$ cat src/rtl/lsu_pkg.sv
// rtl/lsu_pkg.sv - shared state type, funct3 codes and size helpers for the load/store unit
package lsu_pkg;

    typedef enum logic [2:0] {
        S_IDLE,
        S_REQ0,
        S_WAIT0,
        S_REQ1,
        S_WAIT1,
        S_RESP
    } lsu_state_t;

    localparam logic [2:0] F3_B  = 3'b000;
    localparam logic [2:0] F3_H  = 3'b001;
    localparam logic [2:0] F3_W  = 3'b010;
    localparam logic [2:0] F3_BU = 3'b100;
    localparam logic [2:0] F3_HU = 3'b101;

    function automatic logic [3:0] size_mask(input logic [2:0] funct3);
        case (funct3[1:0])
            2'b00:   size_mask = 4'b0001;
            2'b01:   size_mask = 4'b0011;
            default: size_mask = 4'b1111;
        endcase
    endfunction

    function automatic logic [2:0] size_bytes(input logic [2:0] funct3);
        case (funct3[1:0])
            2'b00:   size_bytes = 3'd1;
            2'b01:   size_bytes = 3'd2;
            default: size_bytes = 3'd4;
        endcase
    endfunction

    // Unsigned variants only exist for loads.
    function automatic logic is_legal(input logic we, input logic [2:0] funct3);
        case (funct3)
            F3_B, F3_H, F3_W: is_legal = 1'b1;
            F3_BU, F3_HU:     is_legal = !we;
            default:          is_legal = 1'b0;
        endcase
    endfunction

endpackage

$ cat src/rtl/lsu_align.sv
// rtl/lsu_align.sv - beat address, byte enables, write lane steering and load extraction
module lsu_align
    import lsu_pkg::*;
#(
    parameter int ADDR_W = 32,
    parameter int DATA_W = 32
) (
    input  logic [2:0]        i_funct3,
    input  logic [ADDR_W-1:0] i_addr,
    input  logic [DATA_W-1:0] i_wdata,
    input  logic              i_beat,
    input  logic [DATA_W-1:0] i_word0,
    input  logic [DATA_W-1:0] i_word1,
    output logic              o_split,
    output logic [ADDR_W-1:0] o_beat_addr,
    output logic [3:0]        o_be,
    output logic [DATA_W-1:0] o_beat_wdata,
    output logic [DATA_W-1:0] o_load_data
);

    logic [1:0]          w_off;
    logic [4:0]          w_shift;
    logic [2:0]          w_end;
    logic [7:0]          w_be_wide;
    logic [2*DATA_W-1:0] w_wdata_wide;
    logic [2*DATA_W-1:0] w_pair;
    logic                w_sign_b;
    logic                w_sign_h;

    assign w_off   = i_addr[1:0];
    assign w_shift = {w_off, 3'b000};
    assign w_end   = {1'b0, w_off} + size_bytes(i_funct3);
    assign o_split = (w_end > 3'd4);

    // Shifting into a double-width field puts beat 0 in the low half and beat 1 in the high half.
    assign w_be_wide    = {4'b0000, size_mask(i_funct3)} << w_off;
    assign w_wdata_wide = {{DATA_W{1'b0}}, i_wdata} << w_shift;

    assign o_be         = i_beat ? w_be_wide[7:4] : w_be_wide[3:0];
    assign o_beat_wdata = i_beat ? w_wdata_wide[2*DATA_W-1:DATA_W] : w_wdata_wide[DATA_W-1:0];
    assign o_beat_addr  = {i_addr[ADDR_W-1:2], 2'b00} + {{(ADDR_W-3){1'b0}}, i_beat, 2'b00};

    assign w_pair   = {i_word1, i_word0} >> w_shift;
    assign w_sign_b = !i_funct3[2] && w_pair[7];
    assign w_sign_h = !i_funct3[2] && w_pair[15];

    always_comb begin
        o_load_data = w_pair[DATA_W-1:0];
        case (i_funct3[1:0])
            2'b00:   o_load_data = {{(DATA_W-8){w_sign_b}}, w_pair[7:0]};
            2'b01:   o_load_data = {{(DATA_W-16){w_sign_h}}, w_pair[15:0]};
            default: o_load_data = w_pair[DATA_W-1:0];
        endcase
    end

endmodule

$ cat src/rtl/load_store_unit.sv
// rtl/load_store_unit.sv - core-side load/store FSM driving a word-aligned req/gnt/rvalid memory port
module load_store_unit
    import lsu_pkg::*;
#(
    parameter int ADDR_W = 32,
    parameter int DATA_W = 32
) (
    input  logic              i_clk,
    input  logic              i_reset,
    input  logic              i_core_valid,
    output logic              o_core_ready,
    input  logic              i_core_we,
    input  logic [2:0]        i_core_funct3,
    input  logic [ADDR_W-1:0] i_core_addr,
    input  logic [DATA_W-1:0] i_core_wdata,
    output logic              o_core_done,
    output logic              o_core_err,
    output logic [DATA_W-1:0] o_core_rdata,
    output logic              o_mem_req,
    output logic              o_mem_we,
    output logic [ADDR_W-1:0] o_mem_addr,
    output logic [3:0]        o_mem_be,
    output logic [DATA_W-1:0] o_mem_wdata,
    input  logic              i_mem_gnt,
    input  logic              i_mem_rvalid,
    input  logic [DATA_W-1:0] i_mem_rdata
);

    lsu_state_t        r_state;
    lsu_state_t        w_next;
    logic              r_we;
    logic [2:0]        r_funct3;
    logic [ADDR_W-1:0] r_addr;
    logic [DATA_W-1:0] r_wdata;
    logic [DATA_W-1:0] r_word0;
    logic [DATA_W-1:0] r_word1;
    logic              r_err;
    logic [DATA_W-1:0] r_rdata;

    logic              w_legal;
    logic              w_req;
    logic              w_done;
    logic              w_split;
    logic [ADDR_W-1:0] w_beat_addr;
    logic [3:0]        w_be;
    logic [DATA_W-1:0] w_beat_wdata;
    logic [DATA_W-1:0] w_load_data;
    logic [DATA_W-1:0] w_result;

    assign w_legal = is_legal(i_core_we, i_core_funct3);

    lsu_align #(
        .ADDR_W (ADDR_W),
        .DATA_W (DATA_W)
    ) u_align (
        .i_funct3     (r_funct3),
        .i_addr       (r_addr),
        .i_wdata      (r_wdata),
        .i_beat       (r_state == S_REQ1),
        .i_word0      (r_word0),
        .i_word1      (r_word1),
        .o_split      (w_split),
        .o_beat_addr  (w_beat_addr),
        .o_be         (w_be),
        .o_beat_wdata (w_beat_wdata),
        .o_load_data  (w_load_data)
    );

    always_ff @(posedge i_clk or posedge i_reset) begin
        if (i_reset) begin
            r_state <= S_IDLE;
        end else begin
            r_state <= w_next;
        end
    end

    always_comb begin
        w_next       = r_state;
        o_core_ready = 1'b0;
        w_req        = 1'b0;
        w_done       = 1'b0;
        case (r_state)
            S_IDLE: begin
                o_core_ready = 1'b1;
                if (i_core_valid) begin
                    w_next = w_legal ? S_REQ0 : S_RESP;
                end
            end
            S_REQ0: begin
                w_req = 1'b1;
                if (i_mem_gnt) begin
                    if (!r_we)        w_next = S_WAIT0;
                    else if (w_split) w_next = S_REQ1;
                    else              w_next = S_RESP;
                end
            end
            S_WAIT0: begin
                if (i_mem_rvalid) begin
                    w_next = w_split ? S_REQ1 : S_RESP;
                end
            end
            S_REQ1: begin
                w_req = 1'b1;
                if (i_mem_gnt) begin
                    w_next = r_we ? S_RESP : S_WAIT1;
                end
            end
            S_WAIT1: begin
                if (i_mem_rvalid) begin
                    w_next = S_RESP;
                end
            end
            S_RESP: begin
                w_done = 1'b1;
                w_next = S_IDLE;
            end
            default: w_next = S_IDLE;
        endcase
    end

    always_ff @(posedge i_clk or posedge i_reset) begin
        if (i_reset) begin
            r_we     <= 1'b0;
            r_funct3 <= 3'b000;
            r_addr   <= '0;
            r_wdata  <= '0;
            r_word0  <= '0;
            r_word1  <= '0;
            r_err    <= 1'b0;
            r_rdata  <= '0;
        end else begin
            if (r_state == S_IDLE && i_core_valid) begin
                r_we     <= i_core_we;
                r_funct3 <= i_core_funct3;
                r_addr   <= i_core_addr;
                r_wdata  <= i_core_wdata;
                r_err    <= !w_legal;
            end
            if (r_state == S_WAIT0 && i_mem_rvalid) begin
                r_word0 <= i_mem_rdata;
            end
            if (r_state == S_WAIT1 && i_mem_rvalid) begin
                r_word1 <= i_mem_rdata;
            end
            if (w_done) begin
                r_rdata <= w_result;
            end
        end
    end

    // Stores and rejected requests report zero so the held value is always well defined.
    assign w_result     = (r_we || r_err) ? '0 : w_load_data;

    assign o_core_done  = w_done;
    assign o_core_err   = w_done && r_err;
    assign o_core_rdata = w_done ? w_result : r_rdata;

    assign o_mem_req    = w_req;
    assign o_mem_we     = w_req && r_we;
    assign o_mem_addr   = w_req ? w_beat_addr : '0;
    assign o_mem_be     = w_req ? w_be : 4'b0000;
    assign o_mem_wdata  = w_req ? w_beat_wdata : '0;

endmodule

$ cat config.mk
export PLATFORM = sky130hd
export DESIGN_NAME = load_store_unit
export DESIGN_NICKNAME = d
export VERILOG_FILES = /design/src/rtl/lsu_pkg.sv /design/src/rtl/lsu_align.sv /design/src/rtl/load_store_unit.sv
export SDC_FILE = /design/constraint.sdc
export NUM_CORES = 1
export LEC_CHECK = 0
export ABC_AREA = 0
export CORE_MARGIN = 2
export CORE_UTILIZATION = 48
export CTS_CLUSTER_DIAMETER = 150
export DETAILED_ROUTE_END_ITERATION = 10
export PLACE_DENSITY_LB_ADDON = 0.25
export RECOVER_POWER = 50
export SLEW_MARGIN = 20
export SYNTH_ARGS = -nofsm -noshare
export SYNTH_HDL_FRONTEND = slang
export SYNTH_HIERARCHICAL = 1
export SYNTH_SLANG_ARGS = --single-unit
$ cat constraint.sdc
create_clock -name i_clk -period 7.04 [get_ports i_clk]
set_clock_uncertainty 0.15 [all_clocks]
set_input_delay 1.76 -clock i_clk [delete_from_list [all_inputs] [get_ports i_clk]]
set_output_delay 1.76 -clock i_clk [all_outputs]
set_load 0.05 [all_outputs]
==> results of run 1 <==
[cells in the final DEF, fill, tap and decap left out, drive strengths merged, types with 2 or more instances in the layout]
cell type,count
clkdlybuf4s50,204
dfrtp,160
mux2,131
nand2,129
and2,78
o21ai,69
mux2i,51
nor2,30
xnor2,24
clkbuf,23
a21oi,19
a211oi,16
nand3,16
inv,13
nand4,11
o22ai,9
o211ai,9
nor2b,8
a22o,8
buf,7
nor3,7
and3,5
ha,5
nand2b,5
clkinv,5
xor2,4
bufinv,3
dlygate4sd3,3
nor4,3
clkinvlp,3
diode,2
a21o,2
nand4b,2
conb,2
[flip-flops by register name, summed over array words and instances (netlist names)]
register	cells
r_err	1
r_addr	32
r_state	3
r_we	1
r_funct3	3
r_rdata	32
r_word1	24
r_word0	32
r_wdata	32
[area by class of cell]
| class | instances | area [um^2] | share of cell area |
|---|---|---|---|
| Timing Repair Buffer | 217 | 2140 | 0.182 |
| Inverter | 12 | 46.3 | 0.00394 |
| Clock inverter | 12 | 158 | 0.0134 |
| Multi-Input combinational cell | 654 | 4660 | 0.397 |
| Antenna cell | 2 | 5.00 | 0.000426 |
| Tap cell | 234 | 293 | 0.0249 |
| Sequential cell | 160 | 4010 | 0.341 |
| Clock buffer | 20 | 437 | 0.0372 |
[layer usage]
layer | vias to the layer above | wire length, um | global-route usage
li1 | 3431 | - | -
met1 | 3447 | 11000 | 0.345
met2 | 230 | 10600 | 0.361
met3 | 21 | 1190 | 0.0402
met4 | 0 | 310 | 0.0684
met5 | - | 0 | 0
[through the flow]
stage,utilization,power [W]
after floorplan,-,0.00442
after global placement,0.600,0.00535
after detailed placement,0.600,0.00541
after CTS,0.632,0.00638
after global routing,0.630,0.00676
final,0.630,0.00636
[power by group through the flow]
stage	combinational (W)	clock, W	sequential [W]
after global routing	0.00392	0.00100	0.00184
after floorplan	0.00281	0	0.00161
final	0.00366	0.000938	0.00176
after CTS	0.00365	0.000960	0.00177
after detailed placement	0.00363	0	0.00178
after global placement	0.00359	0	0.00176
[path summary, 6_finish.rpt]
path / slack, ns / end / cells after the start
min in group asynchronous: 2.80 / r_word0[20] / 2
worst min-delay path: 0.34 / r_word1[22] / 1
worst min register to register: 0.34 / r_word1[22] / 1
worst max register to register: 3.01 / r_state[1] / 7
max in group asynchronous: 1.65 / r_addr[2] / 3
worst max-delay path: 0.81 / o_core_rdata[29] / 7
==> flow_summary.ini, run 1 <==
[clocking]
cts_root_buf = clkbuf_16
clk_pin_slew_ns = 0.06
ctsLongestPathBuffers = 2
cts_made_buffers = 17
cts.htree.levels = 4
postCtsHoldBufs = 0
cts_resized = 0
post_cts_buffers = 0
clk_latency_ns = 0.42
cts_tree = built
clkSinkCount = 160

[run]
cap_violations = 3

[outcome]
status = finished with violations
violations = capacitance limit, slew limit

[drt]
wl_mm = 23.2
drt_iter0_markers = 489
vias = 7129
drtPass1Iterations = 5
ant_nets = 0
viasPerCell = 5.44
wl_per_cell_um = 17.7
remaining_drc_errors = 0

[placement]
dp.cells = 1277
pre_cts_ws_ns = 1.73
dp_hpwl_mm = 16.6
gp_congestion = 0.859
dpl_cell_area_mm2 = 0.0112
numPortBuffers = 207

[yosys]
syn_area_mm2 = 0.00910
synth_warnings = 6
syn_inst = 889
syn-mean-instance-area_um2 = 10.2

[grt]
grt_pass1_vias = 6828
antenna_found_initial = 1
grt_max_degree = 86
grt_pass1_wl_mm = 37.0
grt_overflow = 0
track_usage = 0.235

[power_and_ir_drop]
power.internal_w = 0.00338
vdd_drop_max_mv = 0.222
switching_power_w = 0.00297
power_density_mw_per_mm2 = 541
clockPowerShare = 0.147
seqPwrFrac = 0.277
p_leak_nw = 4.89
comb_power_share = 0.575
swShare = 0.468

[timing]
rsz0062_at_grt = false
timing.hold.ws_ns = 0.338
fin_ws_ns = 0.811
slew_viol_final = 118
fin_crit_sh = 0.885
setup_viol = 0
setup_tns_ns = 0
hold_violations = 0
fmax_ghz = 0.161
slew_headroom = -1.57
worstMarginPinSlew_ns = 3.83
period_minus_slack_ns = 6.23

[floorplan]
die_x_um = 142
die-area_mm2 = 0.0201
fp.coreArea_mm2 = 0.0186
design.portCount = 210
initial_utilization = 0.488
fp.dieH_um = 142
num_rows = 50

[critical_path]
crit_chain = mux2i_2, mux2i_2, o211ai_1, nand2_1, nand2_1, o21ai_0, clkdlybuf4s50_1
critical_path_class = flop to output port
crit_buf_inv = 1
max_stage_delay_ns = 1.19
path_delay_family = flip-flops
endpoint_kind = output port
critPathArrivalTime_ns = 4.32
cp-start-kind = flop
cp_max_fo = 36
critPathRequiredTime_ns = 5.13
r2r-start = r_addr[1]
critPathLaunch = r_addr[1]
cp_slowest_cell = dfrtp_1

[hold_path]
hp-class = flop to flop
worstHoldStart = r_word1[22]

[cells_and_area]
areaGrowthSynthToFinish_pct = 29.0
nFillCells = 1571
drive_gt1_frac = 0.152
nNetsFinal = 1173
final_cells = 1311
stdcell_area_mm2 = 0.0117
No activity file was read; power rests on OpenSTA's default activity.
==> run 2, diff against run 1 <==
Settings changed: CTS_BUF_LIST set to sky130_fd_sc_hd__clkbuf_8.
==> run 2 against run 1 <==
Net effect:
- the flow still finishes with violations (capacitance limit, slew limit)
- wire length fell by 0.38%
- first-iteration DRC count fell by 0.61%
- via count fell by 0.15%
- die area did not move
- sequential power barely moved
- count of clock-buffer cells in the layout fell by 3
- maximum frequency rose by 1.5%
- sequential share of layout area rose by 0.59 points
- non-clock buffer count did not move
- power fell by 4.0%
- final cell count did not move
- sequential cell count did not move
- critical path type unchanged
==> flow_summary.ini, run 2 (synthesized netlist as in run 1, its figures left out) <==
[clocking]
cts.htree.levels = 4
cts_made_buffers = 17
postCtsHoldBufs = 0
cts_tree = built
cts_resized = 0
clk_latency_ns = 0.46
clk_pin_slew_ns = 0.08
clkSinkCount = 160
ctsLongestPathBuffers = 2
post_cts_buffers = 0
cts_root_buf = clkbuf_8

[timing]
rsz0062_at_grt = false
fmax_ghz = 0.163
setup_tns_ns = 0
slew_viol_final = 118
worstMarginPinSlew_ns = 3.82
setup_viol = 0
slew_headroom = -1.56
fin_ws_ns = 0.903
fin_crit_sh = 0.872
period_minus_slack_ns = 6.14
hold_violations = 0

[critical_path]
path_delay_family = buffers and inverters
critical_path_class = flop to output port
max_stage_delay_ns = 1.19
crit_chain = buf_4, mux2i_1, nor2_1, a21oi_1, o21ai_0, nand2_1, o21ai_0, clkdlybuf4s50_1
cp_slowest_cell = dfrtp_1
cp-start-kind = flop
endpoint_kind = output port
critPathRequiredTime_ns = 5.13
cp_max_fo = 38
critPathArrivalTime_ns = 4.23
path_common_cell = o21ai_0
crit_buf_inv = 2

[power_and_ir_drop]
p_leak_nw = 4.81
power_density_mw_per_mm2 = 529
vdd_drop_max_mv = 0.214

[grt]
grt_pass1_vias = 6806
track_usage = 0.234
grt_overflow = 0
grt_max_degree = 86
grt_pass1_wl_mm = 36.7
antenna_found_initial = 1

[drt]
viasPerCell = 5.43
wl_per_cell_um = 17.6
drtPass1Iterations = 5
wl_mm = 23.1
drt_iter0_markers = 486
ant_nets = 0
vias = 7118
remaining_drc_errors = 0

[floorplan]
initial_utilization = 0.488
die_x_um = 142
die-area_mm2 = 0.0201
num_rows = 50
fp.dieH_um = 142
fp.coreArea_mm2 = 0.0186
design.portCount = 210

[run]
cap_violations = 3

[cells_and_area]
drive_gt1_frac = 0.150
mostFrequentLayoutCells = clkdlybuf4s50_1, dfrtp_1, nand2_1
final_cells = 1311
layout_commonest_cell = clkdlybuf4s50_1
nNetsFinal = 1173
areaGrowthSynthToFinish_pct = 26.8
stdcell_area_mm2 = 0.0115
final_core_util = 0.619

[outcome]
violations = capacitance limit, slew limit
status = finished with violations

[placement]
numPortBuffers = 207
dp_hpwl_mm = 16.6
dpl_cell_area_mm2 = 0.0112
dp.cells = 1277
gp_congestion = 0.859
pre_cts_ws_ns = 1.73

[hold_path]
hp-class = flop to flop
[run 2: changes by cell type in the layout (fill, tap and decap cells not counted)]
cell	delta
clkbuf_8	+17
a311oi_1	+1
inv_1	+3
o211ai_1	-1
o211ai_2	+1
clkbuf_1	-3
a311oi_2	-1
clkbuf_16	-17
mux2i_2	-2
mux2i_1	+2
[run 2: path summary, 6_finish.rpt]
check / depth (start not counted) / to / start / slack (ns)
max: 8 / o_core_rdata[11] / r_addr[1] / 0.90
min: 1 / r_word1[22] / r_word1[22] / 0.34
max reg2reg: 7 / r_state[1] / r_addr[1] / 2.97
min reg2reg: 1 / r_word1[22] / r_word1[22] / 0.34
max in group asynchronous: 3 / r_addr[2] / i_reset / 1.71
min in group asynchronous: 2 / r_word0[20] / i_reset / 2.74
[run 2: metrics by stage]
stage	hold slack [ns]	power (W)
2_1_floorplan	0.306	0.00442
3_3_place_gp	0.322	0.00535
3_5_place_dp	0.327	0.00541
4_1_cts	0.346	0.00613
5_1_grt	0.374	0.00650
6_report	0.343	0.00611
[run 2: layout make-up]
type / instances / area (um^2)
well taps: 234 / 293
clock buffers: 17 / 234
repair buffers: 217 / 2140
fillers: 1608 / 7100
inverters: 12 / 46.3
multi-input cells: 654 / 4650
flip-flops and latches: 160 / 4010
clock inverters: 15 / 169
diodes: 2 / 5.00
[run 2: per-layer routing]
layer  GRT usage  wire length (um)  up-vias
met1       0.342             11000     3440
met4      0.0732               378        0
met2       0.356             10500      227
li1            -                 -     3422
met3      0.0418              1170       29
met5           0                 0        -
[run 2: where the power goes]
group          switching [W]  leakage [nW]  total [W]  internal (W)
Combinational        0.00220          2.64    0.00365       0.00145
Clock               0.000352         0.212   0.000701      0.000349
Sequential          0.000391          1.96    0.00176       0.00137
Total                0.00294          4.81    0.00611       0.00316
